File: src/rtl/sparc_exu_div_pkg.sv
// Shared types and constants for the iterative 64/32 EXU divider.
// Latency: n/a (declarations only).
// Backpressure: n/a.
package sparc_exu_div_pkg;

  typedef enum logic [2:0] {
    ST_IDLE  = 3'd0,
    ST_CHECK = 3'd1,
    ST_ITER  = 3'd2,
    ST_FIX   = 3'd3,
    ST_DONE  = 3'd4
  } div_state_e;

  localparam int DIV_ITERS = 32;

  localparam logic [31:0] UDIV_SAT     = 32'hFFFF_FFFF;
  localparam logic [31:0] SDIV_POS_SAT = 32'h7FFF_FFFF;
  localparam logic [31:0] SDIV_NEG_SAT = 32'h8000_0000;

  // Two's complement negate, used for magnitudes and the sign fix-up.
  function automatic logic [31:0] neg32(input logic [31:0] v);
    return (~v) + 32'd1;
  endfunction

endpackage

File: src/rtl/sparc_exu_div_step.sv
// One restoring-division step: shift in a dividend bit, trial-subtract the divisor.
// Latency: purely combinational.
// Backpressure: none; evaluated every ITER cycle by the parent.
module sparc_exu_div_step (
  input  logic [32:0] rem_in,
  input  logic        dvd_bit,
  input  logic [31:0] divisor,
  output logic [32:0] rem_out,
  output logic        q_bit
);

  logic [33:0] shifted;
  logic [32:0] diff;
  logic        ge;

  // Trial subtraction; the difference only needs 33 bits when it is kept.
  always_comb begin
    shifted = {rem_in, dvd_bit};
    ge      = (shifted >= {2'b00, divisor});
    diff    = shifted[32:0] - {1'b0, divisor};
    q_bit   = ge;
    rem_out = ge ? diff : shifted[32:0];
  end

endmodule

File: src/rtl/sparc_exu_div_iter.sv
// Iterative 64/32 UDIV/SDIV engine with saturation, overflow and zero-divisor flags.
// Latency: done pulse 35 cycles after start (3 on pre-overflow, 2 on zero divisor).
// Backpressure: none; issue must hold off while div_busy, a start while busy is ignored.
module sparc_exu_div_iter
  import sparc_exu_div_pkg::*;
#(
  parameter int DATA_W = 32,
  parameter int THR_W  = 2
) (
  input  logic              clk,
  input  logic              rst,
  input  logic              div_start,
  input  logic              div_signed,
  input  logic [THR_W-1:0]  div_thr,
  input  logic [DATA_W-1:0] yreg_mdq_y_e,
  input  logic [DATA_W-1:0] div_rs1_data,
  input  logic [DATA_W-1:0] div_rs2_data,
  input  logic              div_kill,
  output logic              div_busy,
  output logic              div_done,
  output logic [DATA_W-1:0] div_result,
  output logic              div_ovf,
  output logic              div_zero,
  output logic [THR_W-1:0]  div_thr_out
);

  localparam logic [4:0] LAST_CNT = 5'(DIV_ITERS - 1);

  div_state_e state, state_nxt;

  // Captured operands
  logic              op_sgn;
  logic [THR_W-1:0]  op_thr;
  logic [31:0]       op_y;
  logic [31:0]       op_a;
  logic [31:0]       op_b;

  // Iteration datapath
  logic [32:0]       rem;
  logic [31:0]       dvd_lo;
  logic [31:0]       dvs;
  logic [31:0]       quo;
  logic [4:0]        cnt;
  logic              res_neg;
  logic              pre_ovf;

  // Result staged until DONE so an abort never disturbs the visible outputs
  logic [31:0]       res_pend;
  logic              ovf_pend;
  logic              zero_pend;

  // Magnitudes formed from the captured operands
  logic [63:0]       dvd_full;
  logic [63:0]       dvd_mag;
  logic [31:0]       dvs_mag;
  logic              dvd_neg;
  logic              dvs_neg;
  logic              dvs_is_zero;
  logic              hi_ovf;

  logic [32:0]       step_rem;
  logic              step_q;

  sparc_exu_div_step u_step (
    .rem_in  (rem),
    .dvd_bit (dvd_lo[31]),
    .divisor (dvs),
    .rem_out (step_rem),
    .q_bit   (step_q)
  );

  // Sign detection, magnitudes and the early-out conditions evaluated in CHECK
  always_comb begin
    dvd_full    = {op_y, op_a};
    dvd_neg     = op_sgn & op_y[31];
    dvs_neg     = op_sgn & op_b[31];
    dvd_mag     = dvd_neg ? ((~dvd_full) + 64'd1) : dvd_full;
    dvs_mag     = dvs_neg ? neg32(op_b) : op_b;
    dvs_is_zero = (op_b == 32'd0);
    hi_ovf      = (dvd_mag[63:32] >= dvs_mag);
  end

  // State register
  always_ff @(posedge clk or posedge rst) begin
    if (rst) state <= ST_IDLE;
    else     state <= state_nxt;
  end

  // Next-state logic; kill returns any busy state to IDLE and beats a start
  always_comb begin
    state_nxt = state;
    unique case (state)
      ST_IDLE:  if (div_start && !div_kill) state_nxt = ST_CHECK;
      ST_CHECK: begin
        if (dvs_is_zero)  state_nxt = ST_DONE;
        else if (hi_ovf)  state_nxt = ST_FIX;
        else              state_nxt = ST_ITER;
      end
      ST_ITER:  if (cnt == LAST_CNT) state_nxt = ST_FIX;
      ST_FIX:   state_nxt = ST_DONE;
      ST_DONE:  state_nxt = ST_IDLE;
      default:  state_nxt = ST_IDLE;
    endcase
    if (state != ST_IDLE && div_kill) state_nxt = ST_IDLE;
  end

  assign div_busy = (state != ST_IDLE);

  // Operand capture in IDLE
  always_ff @(posedge clk or posedge rst) begin
    if (rst) begin
      op_sgn <= 1'b0;
      op_thr <= '0;
      op_y   <= 32'd0;
      op_a   <= 32'd0;
      op_b   <= 32'd0;
    end else if (state == ST_IDLE && div_start && !div_kill) begin
      op_sgn <= div_signed;
      op_thr <= div_thr;
      op_y   <= yreg_mdq_y_e;
      op_a   <= div_rs1_data;
      op_b   <= div_rs2_data;
    end
  end

  // Datapath: set up magnitudes in CHECK, one quotient bit per ITER cycle, sign fix-up in FIX
  always_ff @(posedge clk or posedge rst) begin
    if (rst) begin
      rem       <= 33'd0;
      dvd_lo    <= 32'd0;
      dvs       <= 32'd0;
      quo       <= 32'd0;
      cnt       <= 5'd0;
      res_neg   <= 1'b0;
      pre_ovf   <= 1'b0;
      res_pend  <= 32'd0;
      ovf_pend  <= 1'b0;
      zero_pend <= 1'b0;
    end else begin
      unique case (state)
        ST_CHECK: begin
          rem       <= {1'b0, dvd_mag[63:32]};
          dvd_lo    <= dvd_mag[31:0];
          dvs       <= dvs_mag;
          quo       <= 32'd0;
          cnt       <= 5'd0;
          res_neg   <= dvd_neg ^ dvs_neg;
          pre_ovf   <= hi_ovf & ~dvs_is_zero;
          zero_pend <= dvs_is_zero;
          res_pend  <= 32'd0;
          ovf_pend  <= 1'b0;
        end
        ST_ITER: begin
          rem    <= step_rem;
          dvd_lo <= {dvd_lo[30:0], 1'b0};
          quo    <= {quo[30:0], step_q};
          cnt    <= cnt + 5'd1;
        end
        ST_FIX: begin
          if (!op_sgn) begin
            res_pend <= pre_ovf ? UDIV_SAT : quo;
            ovf_pend <= pre_ovf;
          end else if (!res_neg) begin
            if (pre_ovf || quo > SDIV_POS_SAT) begin
              res_pend <= SDIV_POS_SAT;
              ovf_pend <= 1'b1;
            end else begin
              res_pend <= quo;
              ovf_pend <= 1'b0;
            end
          end else begin
            if (pre_ovf || quo > SDIV_NEG_SAT) begin
              res_pend <= SDIV_NEG_SAT;
              ovf_pend <= 1'b1;
            end else begin
              res_pend <= neg32(quo);
              ovf_pend <= 1'b0;
            end
          end
        end
        default: ;
      endcase
    end
  end

  // Output registers: committed from DONE unless killed; done is a one-cycle pulse
  always_ff @(posedge clk or posedge rst) begin
    if (rst) begin
      div_done    <= 1'b0;
      div_result  <= '0;
      div_ovf     <= 1'b0;
      div_zero    <= 1'b0;
      div_thr_out <= '0;
    end else begin
      div_done <= 1'b0;
      if (state == ST_DONE && !div_kill) begin
        div_done    <= 1'b1;
        div_result  <= res_pend;
        div_ovf     <= ovf_pend;
        div_zero    <= zero_pend;
        div_thr_out <= op_thr;
      end
    end
  end

endmodule

File: config.mk
export PLATFORM = sky130hd
export DESIGN_NAME = sparc_exu_div_iter
export DESIGN_NICKNAME = d
export VERILOG_FILES = /design/src/rtl/sparc_exu_div_pkg.sv /design/src/rtl/sparc_exu_div_step.sv /design/src/rtl/sparc_exu_div_iter.sv
export SDC_FILE = /design/constraint.sdc
export NUM_CORES = 1
export LEC_CHECK = 0
export BUFFER_PORTS_ARGS = -buffer_cell sky130_fd_sc_hd__buf_2
export CORE_MARGIN = 1
export CORE_UTILIZATION = 50
export DETAILED_ROUTE_END_ITERATION = 8
export HOLD_SLACK_MARGIN = 0.08
export PLACE_DENSITY = 0.73
export SLEW_MARGIN = 40
export SYNTH_ARGS = -nofsm -noshare
export SYNTH_HDL_FRONTEND = slang
export SYNTH_HIERARCHICAL = 1
export SYNTH_SLANG_ARGS = --single-unit
File: constraint.sdc
create_clock -name clk -period 12.25 [get_ports clk]
set_input_delay 1.225 -clock clk [delete_from_list [all_inputs] [get_ports clk]]
set_output_delay 1.225 -clock clk [all_outputs]
set_load 0.005 [all_outputs]
* After elaboration in Yosys (flattened, before gate mapping) *
Cells that the tools add are included.

cells by class
  $add $sub $neg = 5
  $lt $le $gt $ge = 4
  equal/unequal tests = 7
  mux-type cells = 25
  bitwise gates (word level) = 8
  reductions and logical operators = 14

operator list
  kind                   count
  $mux 32                6
  $pmux 32 s2            3
  $pmux 33 s2            1
  $add 32x1->32 const B  2
  $add 64x1->64 const B  1
  $mux 64                1
  $not 32->32            2
  $not 64->64            1
  $ge 34x32->1           1
  $mux 33                1
  $sub 33x32->33         1
  $ge 32x32->1           1
  $gt 32x31->1 const B   1
  $gt 32x32->1 const B   1
  $logic_not 32->1       1
  $mux 3                 4
  $pmux 3 s4             1
  $pmux 5 s2             1
  $eq 3x2->1 const B     2
  $mux 1                 6
  $ne 3x3->1 const B     2
  $add 5x1->5 const B    1
  $eq 5x5->1 const B     1
  $logic_and 1x1->1      5
  other kinds (12)       16

storage, ports and cells
  flip-flop bits (word level) = 309
  bits of input ports = 103
  output and inout bits = 38
  word-level logic and storage cells = 84

* Longest topological paths before layout *
  depth in word-level cells = 8
  gate-level depth with buffers = 17
  gate-level depth less buffers = 16

* Hierarchy *
The synthesis kept the hierarchy.

by module, submodules not included
  module              instances  cells each  area an instance (sq um)  seq. area each (sq um)
  sparc_exu_div_iter  1          1533        16051.6                   7732.4
  sparc_exu_div_step  1          346         2190.9                    0.0

* Worst setup path after synthesis *
No wires, ideal clock.

  path kind = register -> register
  from = register op_a[29]
  to = register state[0]
  library setup time = 0.125 ns
  arrival time = 3.561 ns
  required time = 12.125 ns
  slack = 8.563 ns
  stages on the path, launching flop included = 13
  path buffers = 1
  period minus slack after synthesis = 3.687 ns
  path through = dfrtp_1 or4_1 buf_2 or4_4 nor3_1 nand2b_1 xnor2_1 ha_1 nand4_1 or4_1 a31oi_1 o21ai_0 a2111oi_0

on the way
  cells in the longest elaborated chain, start to end = 8

RTL lines
  what                    RTL line                   source
  from (decl)             sparc_exu_div_iter.sv:35   logic [31:0] op_a;
  from (signal assigned)  sparc_exu_div_iter.sv:121  op_a <= div_rs1_data;
  $not 64->64             sparc_exu_div_iter.sv:77   dvd_mag = dvd_neg ? ((~dvd_full) + 64'd1) : dvd_full;
  $add 64x1->64           sparc_exu_div_iter.sv:77
  $mux 64                 sparc_exu_div_iter.sv:77
  $ge 32x32->1            sparc_exu_div_iter.sv:80   hi_ovf = (dvd_mag[63:32] >= dvs_mag);
  $mux 1                  sparc_exu_div_iter.sv:96   else if (hi_ovf) state_nxt = ST_FIX;
  $mux 3                  sparc_exu_div_iter.sv:95   if (dvs_is_zero) state_nxt = ST_DONE;
  $pmux 3 s4              sparc_exu_div_iter.sv:92   unique case (state)
  $mux 3                  sparc_exu_div_iter.sv:104  if (state != ST_IDLE && div_kill) state_nxt = ST_IDLE;
  to (signal assigned)    sparc_exu_div_iter.sv:86   else state <= state_nxt;
  to (decl)               sparc_exu_div_iter.sv:29   div_state_e state, state_nxt;

No other way between the ends.
A chain may end at the register's enable or synchronous reset.

* Final worst setup path *
  from = register op_a[6]
  to = register state[0]

The elaborated chain is that of the path after synthesis.

==> results.md <==
Run status:
- The run finished, with violations left.
- The final reports fail on design-rule violations.

Floorplan:
- During I/O placement, the number of pins put on the boundary was 141.
- The floorplan step defined a die boundary enclosing 0.0373 mm2.
- The vertical extent of the die is 193 um.
- The floorplan row count is 69.
- The area of the core region is 0.0357 mm2.
- The die is 193 um wide.
- The initial utilization of the core area, before any placement, comes to 0.510.

Clock network:
- In this run, post-CTS repair resized a total of 0 instances.
- CTS saw 309 sinks.
- The largest buffer count on any clock path is 3.
- The cts-stage hold buffer count is 0.
- Buffers inserted during clock tree synthesis total 36.
- Buffers added to address setup during post-CTS repair amount to 0.
- The TritonCTS clock tree is built.
- Clock-pin slew was measured on the worst setup and hold paths at 60 ps.
- The clock network latency to the later pin of the worst-skew pair is 560 ps.
- The root buffer cell chosen for the clock tree is clkbuf_16.
- The maximum level of the CTS H-tree is 2.

Power:
- The maximum vdd drop is 186 uV.
- The internal power component is 3.21 mW.
- The analysis attributes to net switching a power of 2.45 mW.
- The clock network fraction of design power is 0.202.
- The share of total power dissipated in combinational logic is 0.502.
- Power spread over the standard cell area amounts to 276 mW/mm2.
- Of the total power, the share spent switching nets is 0.433.
- Of the total power, registers draw 0.296.
- The static leakage is 9.24 nW.

STA:
- The max-slew violation total from the final report is 0.
- Clock skew on the completed layout was measured at 18.2 ps.
- Setup slack on the critical path of the routed design comes to 7850 ps.
- The setup total negative slack is 0 ps.
- For the pin with the worst max-slew slack, the measured transition is 800 ps.
- Setup repair after global routing left no endpoint under its margin.
- The tightest hold path in the finished design has a slack of 473 ps.
- The final number of hold-violating endpoints came to 0.
- The final critical path time including I/O delays and setup is 4400 ps.
- Measured against its own limit, the worst slew margin works out to 0.467.
- The final setup violation count is 0.
- The share of the clock period used by the worst path is 0.359.
- Based on the critical path, the design can be clocked at up to 227 MHz.

Routing:
- After detailed routing, the number of remaining DRC violations is 8.
- The final routed wire length divided by cell count is 20.1 um.
- The remaining number of nets flagged by the antenna check after routing is 0.
- The total wire length is 49.1 mm.
- Detailed routing inserted a total of 15100 vias.
- The pre-antenna-repair detailed-routing pass consisted of 7 iterations.
- The average vias per placed instance is 6.18.
- After the first detailed-routing iteration, the DRC count stood at 1412.

Logic synthesis:
- The number of synthesized flops with an enable pin is 0.
- The unique cell type count in the Yosys netlist is 84.
- The post-synthesis sequential element count is 309.
- The most used flip-flop cell after synthesis is dfrtp_1.
- By area the synthesized netlist is led by dfrtp_1 42%, mux2_2 8.4%, ha_1 4.7%.
- The area share of the largest cell type after synthesis is 0.424.
- The number of warnings printed during yosys synthesis is 6.
- Counting every net in the synthesized netlist gives 2052.
- After synthesis the cells add up to 0.0182 mm2.
- For this run, the register share of the synthesized area comes to 0.424.
- The average size of a mapped cell is 9.71 um2.
- The synthesized instance count is 1879.
- In the synthesized netlist the async set-or-reset flop fraction comes to 1.00.
- dfrtp_1 takes more of the synthesized area than any other cell.

Critical path:
- The worst setup path is captured at a flip-flop.
- The count of cells along the worst register-to-register path is 12.
- The origin of the worst setup path is op_a[6]$_DFFE_PP0P_.
- The maximum net fanout on the critical path is 6.
- The launching point of the worst reg2reg path is op_a[6]$_DFFE_PP0P_.
- The worst setup path is launched from a flip-flop.
- The setup slack of the most critical reg-to-reg path is 7850 ps.
- The signal arrival time at the worst endpoint is 4810 ps.
- The endpoint identified for the worst register-to-register timing path is state[0]$_DFFE_PP0P_.
- The critical path is of the flip-flop to flip-flop type.
- Data on the critical path is required at its endpoint by 12660 ps.
- The most critical setup path has its endpoint at state[0]$_DFFE_PP0P_.

GRT:
- The largest net degree at the start of global routing is 117.
- The via count of the first global-routing pass is 14600.
- The first global-routing pass estimated 78.9 mm of wire.
- The final global-route overflow total is 0.
- The initial antenna violation count came to 0.
- Across every metal layer, demand over resource in global routing totals 0.271.

Place:
- The count of buffers from port buffering is 140.
- The wire-length estimate of the detail-placed layout is 34.5 mm.
- The placer congestion estimate is 0.912.
- OpenSTA, run right after detailed placement, puts the worst setup slack at 7930 ps.
- The number of instances in the placed design is 2381.

Cells and area:
- The non-filler instance count after layout is 2446.
- Relative to the synthesized area, the layout overhead comes to 12.6%.
- The count of nets after finishing is 2131.
- The top cell types in the final layout, fill and taps aside, are 309 x dfrtp_1, 153 x o21ai_0, 140 x buf_2, 136 x mux2_2, 134 x nand2_1.
- 0 antenna diodes ended up in the layout.
- Of the cells placed in the final design, the portion with a size suffix greater than 1 is 0.199.
- The library cell used most frequently in the layout, excluding fill and tap cells, is dfrtp_1.

Flow run:
- The number of maximum-capacitance violations is 0.

Worst hold path:
- The tightest min-delay check is of the flip-flop to flip-flop type.
stage by stage:
stage / instance area, um2 / power [mW] / util
2_1_floorplan: 18200 / 3.75 / -
3_3_place_gp: 19200 / 4.39 / 0.537
3_5_place_dp: 19300 / 4.46 / 0.539
4_1_cts: 20500 / 5.65 / 0.575
5_1_grt: 20500 / 6.08 / 0.575
6_report: 20500 / 5.66 / 0.575
sequential cells by signal, summed over array words and instances (netlist names):
signal,count
zero_pend,1
div_thr_out,2
op_sgn,1
op_b,32
cnt,5
dvd_lo,32
op_y,32
div_result,32
pre_ovf,1
res_neg,1
div_zero,1
res_pend,32
div_ovf,1
quo,32
state,3
op_thr,2
div_done,1
rem,33
dvs,32
op_a,32
ovf_pend,1
per-layer routing:
| metal | share of wire | up-vias | GRT usage | wire (um) |
|---|---|---|---|---|
| met5 | 0 | - | 0 | 0 |
| met4 | 0.038 | 0 | 0.119 | 1880 |
| met3 | 0.062 | 99 | 0.0351 | 3040 |
| met2 | 0.46 | 564 | 0.422 | 22400 |
| met1 | 0.44 | 7392 | 0.379 | 21800 |
| li1 | - | 7053 | - | - |
worst max-delay path, stage by stage (launching register included):
cell       delay (ps)
dfrtp_1           430
nor4_1            680
nand4_1           410
nor3_2            440
nand3_1           190
nand2_1           120
xnor2_1            70
ha_1              310
nand4_1           130
or4_1             590
a31oi_1           250
o21ai_0           170
a2111oi_0         470
power groups by stage:
stage	clock network (mW)	registers, mW	logic, mW
2_1_floorplan	0	1.54	2.21
3_3_place_gp	0	1.66	2.72
3_5_place_dp	0	1.68	2.78
4_1_cts	1.17	1.67	2.81
5_1_grt	1.21	1.71	3.15
6_report	1.15	1.68	2.84
layout make-up:
class                           instances  area (um2)
Sequential cell                       309        7730
Timing Repair Buffer                  160         877
Clock buffer                           51        1050
Tap cell                              461         577
Fill cell                            3104       15200
Inverter                               58         230
Clock inverter                         14         220
Multi-Input combinational cell       1393        9850
cells by family after synthesis:
group	count (synthesis)	synth area share
adders and majority gates	70	0.0484
muxes	145	0.0890
buffers and inverters	177	0.0385
xor gates and xnor gates	124	0.0595
DFF	309	0.424
AOI/OAI and AO/OA	563	0.205
and+or+nand+nor	491	0.136
Yosys cell counts (53+ instances only):
cell type and count:
dfrtp_1 309, o21ai_0 153, mux2_2 136, nand2_1 135
a21oi_1 124, nor2_1 121, clkbuf_1 93, xnor2_1 81
ha_1 69, a22o_1 65, inv_1 57, nor3_1 53
worst min path at each step:
stage,slack (ps),cells after the start,end,start
CTS,480,2,dvs[27]$_DFFE_PP0P_,dvs[27]$_DFFE_PP0P_
floorplan,440,2,res_pend[24]$_DFFE_PP0P_,res_pend[24]$_DFFE_PP0P_
global placement,460,2,dvs[9]$_DFFE_PP0P_,dvs[9]$_DFFE_PP0P_
finish,470,2,dvs[27]$_DFFE_PP0P_,dvs[27]$_DFFE_PP0P_
global route,500,2,res_pend[11]$_DFFE_PP0P_,res_pend[11]$_DFFE_PP0P_
detailed placement,470,2,res_pend[11]$_DFFE_PP0P_,res_pend[11]$_DFFE_PP0P_
Note: power is estimated with default switching activity, not from simulation.
